==> src/rtl/ws281x_chain_driver.sv <==
// WS281x/SK6812 one-wire chain driver: fetches pixels, scales, reorders and
// emits the NRZ bit stream followed by the latch gap.
module ws281x_chain_driver #(
  parameter int unsigned NUM_LEDS = 16,
  parameter int unsigned CHANNELS = 3,
  parameter int unsigned T_BIT    = 62,
  parameter int unsigned T1H      = 39,
  parameter int unsigned T0H      = 19,
  parameter int unsigned T_RESET  = 2600,
  localparam int unsigned AW      = (NUM_LEDS > 1) ? $clog2(NUM_LEDS) : 1
) (
  input  logic                  clk,
  input  logic                  reset,
  input  logic                  i_start,
  input  logic [7:0]            i_brightness,
  input  logic [1:0]            i_order,
  output logic [AW-1:0]         o_pixel_addr,
  output logic                  o_pixel_rd,
  input  logic [8*CHANNELS-1:0] i_pixel_data,
  output logic                  o_dout,
  output logic                  o_busy,
  output logic                  o_frame_done
);

  localparam int unsigned BITS    = 8 * CHANNELS;
  localparam int unsigned BIT_W   = $clog2(BITS);
  localparam int unsigned CNT_MAX = (T_BIT > T_RESET) ? T_BIT : T_RESET;
  localparam int unsigned CNT_W   = $clog2(CNT_MAX + 1);

  typedef enum logic [1:0] {
    S_IDLE  = 2'd0,
    S_FETCH = 2'd1,
    S_SEND  = 2'd2,
    S_LATCH = 2'd3
  } state_t;

  state_t            r_state,      w_state;
  logic [CNT_W-1:0]  r_cnt,        w_cnt;
  logic [BIT_W-1:0]  r_bit_idx,    w_bit_idx;
  logic [AW-1:0]     r_led,        w_led;
  logic [BITS-1:0]   r_shift,      w_shift;
  logic [BITS-1:0]   r_hold,       w_hold;
  logic              r_hold_pend,  w_hold_pend;
  logic              r_fetch_wait, w_fetch_wait;
  logic [7:0]        r_bright,     w_bright;
  logic [1:0]        r_order,      w_order;
  logic [AW-1:0]     r_pixel_addr, w_pixel_addr;
  logic              r_pixel_rd,   w_pixel_rd;
  logic              r_dout,       w_dout;
  logic              r_busy,       w_busy;
  logic              r_frame_done, w_frame_done;

  logic [BITS-1:0]   w_word;
  logic [CNT_W-1:0]  w_high_len;

  // Scale one channel by (brightness+1)/256; 255 is identity, 0 blanks.
  function automatic logic [7:0] scale8(input logic [7:0] ch, input logic [7:0] br);
    logic [15:0] prod;
    prod = 16'(ch) * (16'(br) + 16'd1);
    return prod[15:8];
  endfunction

  // Scale every channel and arrange colour bytes in wire order, white last.
  function automatic logic [BITS-1:0] build_word(input logic [BITS-1:0] pd,
                                                 input logic [7:0]      br,
                                                 input logic [1:0]      ord);
    logic [7:0]  r, g, b, w;
    logic [23:0] rgb;
    r = scale8(pd[BITS-1 -: 8], br);
    g = scale8(pd[BITS-9 -: 8], br);
    b = scale8(pd[BITS-17 -: 8], br);
    w = scale8(pd[7:0], br);
    case (ord)
      2'd0:    rgb = {g, r, b};
      2'd1:    rgb = {r, g, b};
      2'd2:    rgb = {b, r, g};
      default: rgb = {b, g, r};
    endcase
    return BITS'({rgb, w} >> (8 * (4 - CHANNELS)));
  endfunction

  assign w_word     = build_word(i_pixel_data, r_bright, r_order);
  assign w_high_len = r_shift[BITS-1] ? CNT_W'(T1H) : CNT_W'(T0H);

  // Next-state and next-output logic.
  always_comb begin
    w_state      = r_state;
    w_cnt        = r_cnt;
    w_bit_idx    = r_bit_idx;
    w_led        = r_led;
    w_shift      = r_shift;
    w_hold       = r_hold;
    w_hold_pend  = r_pixel_rd && (r_state == S_SEND);
    w_fetch_wait = r_fetch_wait;
    w_bright     = r_bright;
    w_order      = r_order;
    w_pixel_addr = r_pixel_addr;
    w_pixel_rd   = 1'b0;
    w_dout       = 1'b0;
    w_busy       = r_busy;
    w_frame_done = 1'b0;

    if (r_hold_pend) begin
      w_hold = w_word;
    end

    case (r_state)
      S_IDLE: begin
        w_pixel_addr = '0;
        if (i_start) begin
          w_bright     = i_brightness;
          w_order      = i_order;
          w_pixel_rd   = 1'b1;
          w_busy       = 1'b1;
          w_fetch_wait = 1'b0;
          w_state      = S_FETCH;
        end
      end

      S_FETCH: begin
        if (!r_fetch_wait) begin
          w_fetch_wait = 1'b1;
        end else begin
          w_fetch_wait = 1'b0;
          w_shift      = w_word;
          w_cnt        = '0;
          w_bit_idx    = '0;
          w_led        = '0;
          w_dout       = 1'b1;
          w_state      = S_SEND;
          if (NUM_LEDS > 1) begin
            w_pixel_rd   = 1'b1;
            w_pixel_addr = AW'(1);
          end
        end
      end

      S_SEND: begin
        if (r_cnt == CNT_W'(T_BIT - 1)) begin
          w_cnt = '0;
          if (r_bit_idx == BIT_W'(BITS - 1)) begin
            if (r_led == AW'(NUM_LEDS - 1)) begin
              w_state = S_LATCH;
            end else begin
              // Seamless hand-over to the prefetched pixel.
              w_shift   = r_hold;
              w_led     = r_led + AW'(1);
              w_bit_idx = '0;
              w_dout    = 1'b1;
              if ((32'(r_led) + 32'd2) < NUM_LEDS) begin
                w_pixel_rd   = 1'b1;
                w_pixel_addr = AW'(32'(r_led) + 32'd2);
              end
            end
          end else begin
            w_shift   = {r_shift[BITS-2:0], 1'b0};
            w_bit_idx = r_bit_idx + BIT_W'(1);
            w_dout    = 1'b1;
          end
        end else begin
          w_cnt  = r_cnt + CNT_W'(1);
          w_dout = (r_cnt + CNT_W'(1)) < w_high_len;
        end
      end

      S_LATCH: begin
        if (r_cnt == CNT_W'(T_RESET - 1)) begin
          w_cnt        = '0;
          w_bit_idx    = '0;
          w_led        = '0;
          w_pixel_addr = '0;
          w_busy       = 1'b0;
          w_frame_done = 1'b1;
          w_state      = S_IDLE;
        end else begin
          w_cnt = r_cnt + CNT_W'(1);
        end
      end

      default: begin
        w_state = S_IDLE;
      end
    endcase
  end

  // State and output registers.
  always_ff @(posedge clk) begin
    if (reset) begin
      r_state      <= S_IDLE;
      r_cnt        <= '0;
      r_bit_idx    <= '0;
      r_led        <= '0;
      r_shift      <= '0;
      r_hold       <= '0;
      r_hold_pend  <= 1'b0;
      r_fetch_wait <= 1'b0;
      r_bright     <= '0;
      r_order      <= '0;
      r_pixel_addr <= '0;
      r_pixel_rd   <= 1'b0;
      r_dout       <= 1'b0;
      r_busy       <= 1'b0;
      r_frame_done <= 1'b0;
    end else begin
      r_state      <= w_state;
      r_cnt        <= w_cnt;
      r_bit_idx    <= w_bit_idx;
      r_led        <= w_led;
      r_shift      <= w_shift;
      r_hold       <= w_hold;
      r_hold_pend  <= w_hold_pend;
      r_fetch_wait <= w_fetch_wait;
      r_bright     <= w_bright;
      r_order      <= w_order;
      r_pixel_addr <= w_pixel_addr;
      r_pixel_rd   <= w_pixel_rd;
      r_dout       <= w_dout;
      r_busy       <= w_busy;
      r_frame_done <= w_frame_done;
    end
  end

  assign o_pixel_addr = r_pixel_addr;
  assign o_pixel_rd   = r_pixel_rd;
  assign o_dout       = r_dout;
  assign o_busy       = r_busy;
  assign o_frame_done = r_frame_done;

endmodule

==> config.mk <==
export PLATFORM = sky130hd
export DESIGN_NAME = ws281x_chain_driver
export DESIGN_NICKNAME = d
export VERILOG_FILES = /design/src/rtl/ws281x_chain_driver.sv
export SDC_FILE = /design/constraint.sdc
export NUM_CORES = 1
export LEC_CHECK = 0
export CELL_PAD_IN_SITES_DETAIL_PLACEMENT = 1
export CELL_PAD_IN_SITES_GLOBAL_PLACEMENT = 1
export CORE_AREA = 5 5 172 174
export DETAILED_ROUTE_END_ITERATION = 16
export DIE_AREA = 0 0 177 179
export PLACE_DENSITY_LB_ADDON = 0.05
export SLEW_MARGIN = 20
export SYNTH_ARGS = -nofsm -noshare
export SYNTH_HDL_FRONTEND = slang
export SYNTH_SLANG_ARGS = --single-unit
==> constraint.sdc <==
create_clock -name clk -period 13.2 [get_ports clk]
set_input_delay 2.64 -clock clk [delete_from_list [all_inputs] [get_ports clk]]
set_output_delay 2.64 -clock clk [all_outputs]
set_load 0.05 [all_outputs]
* After elaboration in Yosys (flattened, before gate mapping)
Index checks and enable logic that the tools add are counted.
Widths: inputs -> output; s select.
** Storage, ports and cells
- Word-level logic and storage cells :: 115
- Flip-flop bits (word level) :: 91
** Operators by class
- Eq/ne operators :: 18
- Add/subtract/negate cells :: 5
- Bitwise gates (word level) :: 1
- $lt $le $gt $ge :: 2
- $mul :: 3
- Muxes and demuxes :: 54
- Reduce and logical (&&, ||, !) cells :: 17
** Operator list (count)
- $mux 24 :: 4
- $pmux 24 s3 :: 1
- $pmux 24 s2 :: 1
- $mux 4 :: 10
- $mux 12 :: 3
- $pmux 12 s3 :: 1
- $lt 32x5->1 const B :: 1
- $mul 8x16->16 :: 2
- $mux 5 :: 5
- $reduce_and 6->1 :: 3
- $mul 8x9->16 :: 1
- $pmux 4 s4 :: 1
- $pmux 5 s3 :: 1
- $mux 1 :: 14
- $add 12x1->12 const B :: 1
- $eq 12x12->1 const B :: 1
- $eq 12x6->1 const B :: 1
- $lt 12x6->1 :: 1
- $mux 2 :: 6
- $pmux 4 s3 :: 1
- $add 8x1->9 const B :: 1
- $ne 2x1->1 const B :: 4
- $ne 2x2->1 const B :: 4
- $pmux 2 s4 :: 1
- 21 further kinds :: 31

* Depth between registers and ports, before layout
- Word-level depth :: 7
- Mapped depth :: 21

* Worst setup path before layout
Ideal clock, no wire load.
- Path kind :: input -> register
- Start :: in i_pixel_data[23]
- End :: reg r_shift[15]
- Path buffers :: 0
- Data required time :: 13.083 ns
- Path slack :: 6.125 ns
- Stages on the path :: 15
- Data arrival time :: 6.957 ns
- Cell sequence :: and2_1 -> fa_1 -> fa_1 -> fa_1 -> inv_1 -> fa_1 -> inv_1 -> ha_1 -> and4_1 -> a22o_1 -> a2111o_1 -> a31oi_2 -> xnor2_1 -> a211o_1 -> a32o_1
** On the way
- Word-level cells in the longest chain between the ends :: 4
** Ends and longest elaborated chain
- from (decl) :: line 19 : input logic [8*CHANNELS-1:0] i_pixel_data,
- $mul 8x16->16 :: line 59 : prod = 16'(ch) * (16'(br) + 16'd1);
- $pmux 24 s3 :: line 73 : case (ord)
- $mux 24 :: line 121 : if (!r_fetch_wait) begin
- $pmux 24 s2 :: line 107 : case (r_state)
- to (signal assigned) :: line 209 : r_shift <= w_shift;
- to (decl) :: line 41 : logic [BITS-1:0] r_shift, w_shift;
No other way between the ends. The select of a mux whose other input is x is not followed.
A chain may end at the register's enable or synchronous reset.

* Worst setup path in the final report
- Start :: in i_pixel_data[7]
- End :: reg r_hold[6]
** On the way
- Word-level cells in the longest chain between the ends :: 2
** Ends and longest elaborated chain
- $mul 8x9->16
- $pmux 24 s3 :: line 73
- to (signal assigned) :: line 210 : r_hold <= w_hold;
- to (decl) :: line 42 : logic [BITS-1:0] r_hold, w_hold;
No other way between the ends.

==> metrics.cfg <==
[placement]
io_buffers=44
place_hpwl_um=22800
place.gp.congestion=0.767
placed_area_um2=12000

[synth]
synth_most_common_cell=nand2_1
synth.area.top_cells=fa_1, dfxtp_1, ha_1, and2_1, nand2_1
yosysTopAreaCellShare_pct=21.5
syn_nets=1624
synth_edf_count=0
ys_seq_area_share_pct=16.3
synthArstFlopShare_pct=0
synth_common_cells=nand2_1, and2_1, inv_1
ys_types=73
synth_largest_area_cell=fa_1
ys_seq_elements=91
synthesis.area_um2=11200
synth.avg_cell_area_um2=8.23
synthCells=1357
ys.flop_type=dfxtp_1
yosys_warnings=0

[finish]
final.fill_count=3365
final_layout_size_suffix_gt1_share_pct=4.09
nets=1633
antenna-diode-count=0
syn2layout_area_growth_pct=10.2
design_area_um2=12300

[timing]
setup_viol=0
drv_slew=0
max_slew.worst_pin.slew_ns=0.839
relSlewSlack_pct=44.1
hold_viol_final=0
tns_ns=0
rsz0062_at_grt=false
fin_crit_ns=8.02
fmax_mhz=125
finalCritPeriodShare_pct=60.7
finalClockSkew_ns=0.0112

[grt]
antenna_found_initial=0
grt_overflow=0
track_usage_pct=19.7
grt_start_max_net_pins=72
grt_pass1_wl_um=50800
grt_pass1_vias=9864

[routing]
wl_per_cell_um=17.3
vias=9200
drtIter0Drc=383
postRouteAntennaNets=0
drc_errors=0
drtPass1Iterations=5
viasPerCell=5.26
drt_wl_total_um=30200

[setup_path]
start_kind=input pin
reg2reg_from=r_bright[0]
cp_cell_sequence=clkdlybuf4s50_1 > nand2b_1 > fa_1 > fa_1 > inv_1 > fa_1 > fa_1 > ha_1 > a21oi_1 > o21ai_0 > a21oi_1 > a21oi_2 > a2111oi_0 > a2111oi_0 > a221oi_1 > o22ai_1
cp_common_cell=fa_1
slowest_delay_ns=0.71
worst_path_max_delay_cell=a2111oi_0
critPathKind=in -> reg
r2r_slack_ns=6.70
cp_top_family=adder cells
r2r_end=r_hold[6]
crit_path_max_fanout=9
cp.arrival_ns=8.20
rr_worst_depth=22
crit_buf_inv=2
critPathCaptureType=register
worstSetupPathDepth=16
crit_required_ns=13.39

[clock_network]
hold_buffers=0
clk_pin_slew_ns=0.06
clk_latency_ns=0.35
cts_buffers=9
clock_sinks=91
cts_max_path_buffers=2
root_buffer=clkbuf_16
cts_tree=built
cts_setup_buffers=0
cts_max_level=3
cts_resized=0

[floorplanning]
die-area_um2=31700
core_area_um2=27600
fp-row-count=61
die_x_um=177
io_pins=45
die-height_um=179
start_util_pct=40.4

[run]
maxCapViolCount=0

[power_and_ir_drop]
power_leakage_nw=5.70
vdd_drop_max_mv=0.0947
p_per_area_nw_per_um2=150

[worst_hold_path]
hold_path.startpoint=r_shift[4]
min_to=r_shift[4]
hold_class=reg -> reg
whs_path_depth=2

[run_status]
status=finished clean

-- per-stage QoR --
| step | util [%] | power, mW | worst slack, ns | cells | hold slack, ns |
|---|---|---|---|---|---|
| global placement | 43.4 | 1.56 | 4.91 | 1733 | 0.434 |
| finish | 44.6 | 1.85 | 5.18 | 1748 | 0.450 |
| floorplan | - | 1.22 | 6.13 | 1357 | 0.423 |
| CTS | 44.6 | 1.88 | 5.11 | 1748 | 0.450 |
| detailed placement | 43.4 | 1.58 | 4.77 | 1733 | 0.439 |
| global route | 44.6 | 2.04 | 4.87 | 1748 | 0.455 |
-- logic make-up (layout without fill, tap and decap cells) --
group / after synthesis / in the layout / share of synthesized area, %
AND/OR/NAND/NOR: 545 / 545 / 24.8
flip-flops: 91 / 91 / 16.3
AO/OA/AOI/OAI: 216 / 216 / 12.9
multiplexers: 15 / 15 / 1.39
adder cells (fa/ha/maj): 230 / 230 / 33.8
XOR/XNOR: 44 / 44 / 3.52
buffers and inverters: 216 / 229 / 7.27
-- flip-flops by register name, summed over array words and instances (netlist names), 2 cells and up --
register,count
r_led,4
r_shift,24
o_pixel_addr,4
r_order,2
r_cnt,12
r_state,2
r_hold,24
r_bit_idx,5
r_bright,8
-- power breakdown --
group / internal [mW] / switching [mW] / total [mW]
Sequential: 0.312 / 0.0258 / 0.338
Clock: 0.165 / 0.118 / 0.283
Combinational: 0.448 / 0.778 / 1.23
Total: 0.925 / 0.921 / 1.85
-- placed cells by master (no fill, tap or decap), drive strengths merged, types with 22 or more instances in the layout --
cell / n
clkdlybuf4s50: 43
fa: 120
nor2b: 22
ha: 110
nor2: 75
nand3: 35
dfxtp: 91
a21oi: 64
nand2: 172
and2: 152
nor3: 26
o21ai: 43
inv: 153
xnor2: 28
-- how the worst max path moves through the flow --
stage	from	endpoint	slack [ns]
after floorplan	i_pixel_data[23]	r_shift[15]	6.13
after global placement	i_pixel_data[7]	r_hold[6]	4.91
after detailed placement	i_pixel_data[7]	r_hold[6]	4.77
after CTS	i_pixel_data[7]	r_hold[6]	5.11
after global routing	i_pixel_data[7]	r_hold[6]	4.87
final	i_pixel_data[7]	r_hold[6]	5.18
-- layer usage --
| metal | GRT usage [%] | up-vias | share of wire, % |
|---|---|---|---|
| met3 | 1.75 | 15 | 1.7 |
| met1 | 26.7 | 4611 | 49 |
| met2 | 34.8 | 74 | 49 |
| met4 | 3.06 | 0 | 0.69 |
| li1 | - | 4500 | - |
| met5 | 0 | - | 0 |
-- layout make-up --
type	count	area (µm²)	area share (%)
clock buffer	9	225	1.83
clock inverter	6	88.8	0.722
inverter	154	578	4.70
multi-input combinational	1050	8570	69.6
sequential	91	1820	14.8
tap	378	473	3.84
timing repair buffer	60	556	4.51
-- worst register-to-register path, cell delays in order, from the launching register on --
cell	delay, ns
dfxtp_1	0.32
buf_4	0.29
ha_1	0.28
nand2_1	0.10
nor2_1	0.12
xor2_1	0.16
buf_4	0.31
and2_1	0.20
fa_1	0.44
fa_1	0.49
fa_1	0.56
inv_1	0.06
fa_1	0.53
inv_1	0.04
ha_1	0.33
a21oi_1	0.16
o21ai_0	0.09
a21oi_1	0.32
a21oi_2	0.18
a2111oi_0	0.71
a2111oi_0	0.16
a221oi_1	0.33
o22ai_1	0.14
No activity file was read; power rests on OpenSTA's default activity.
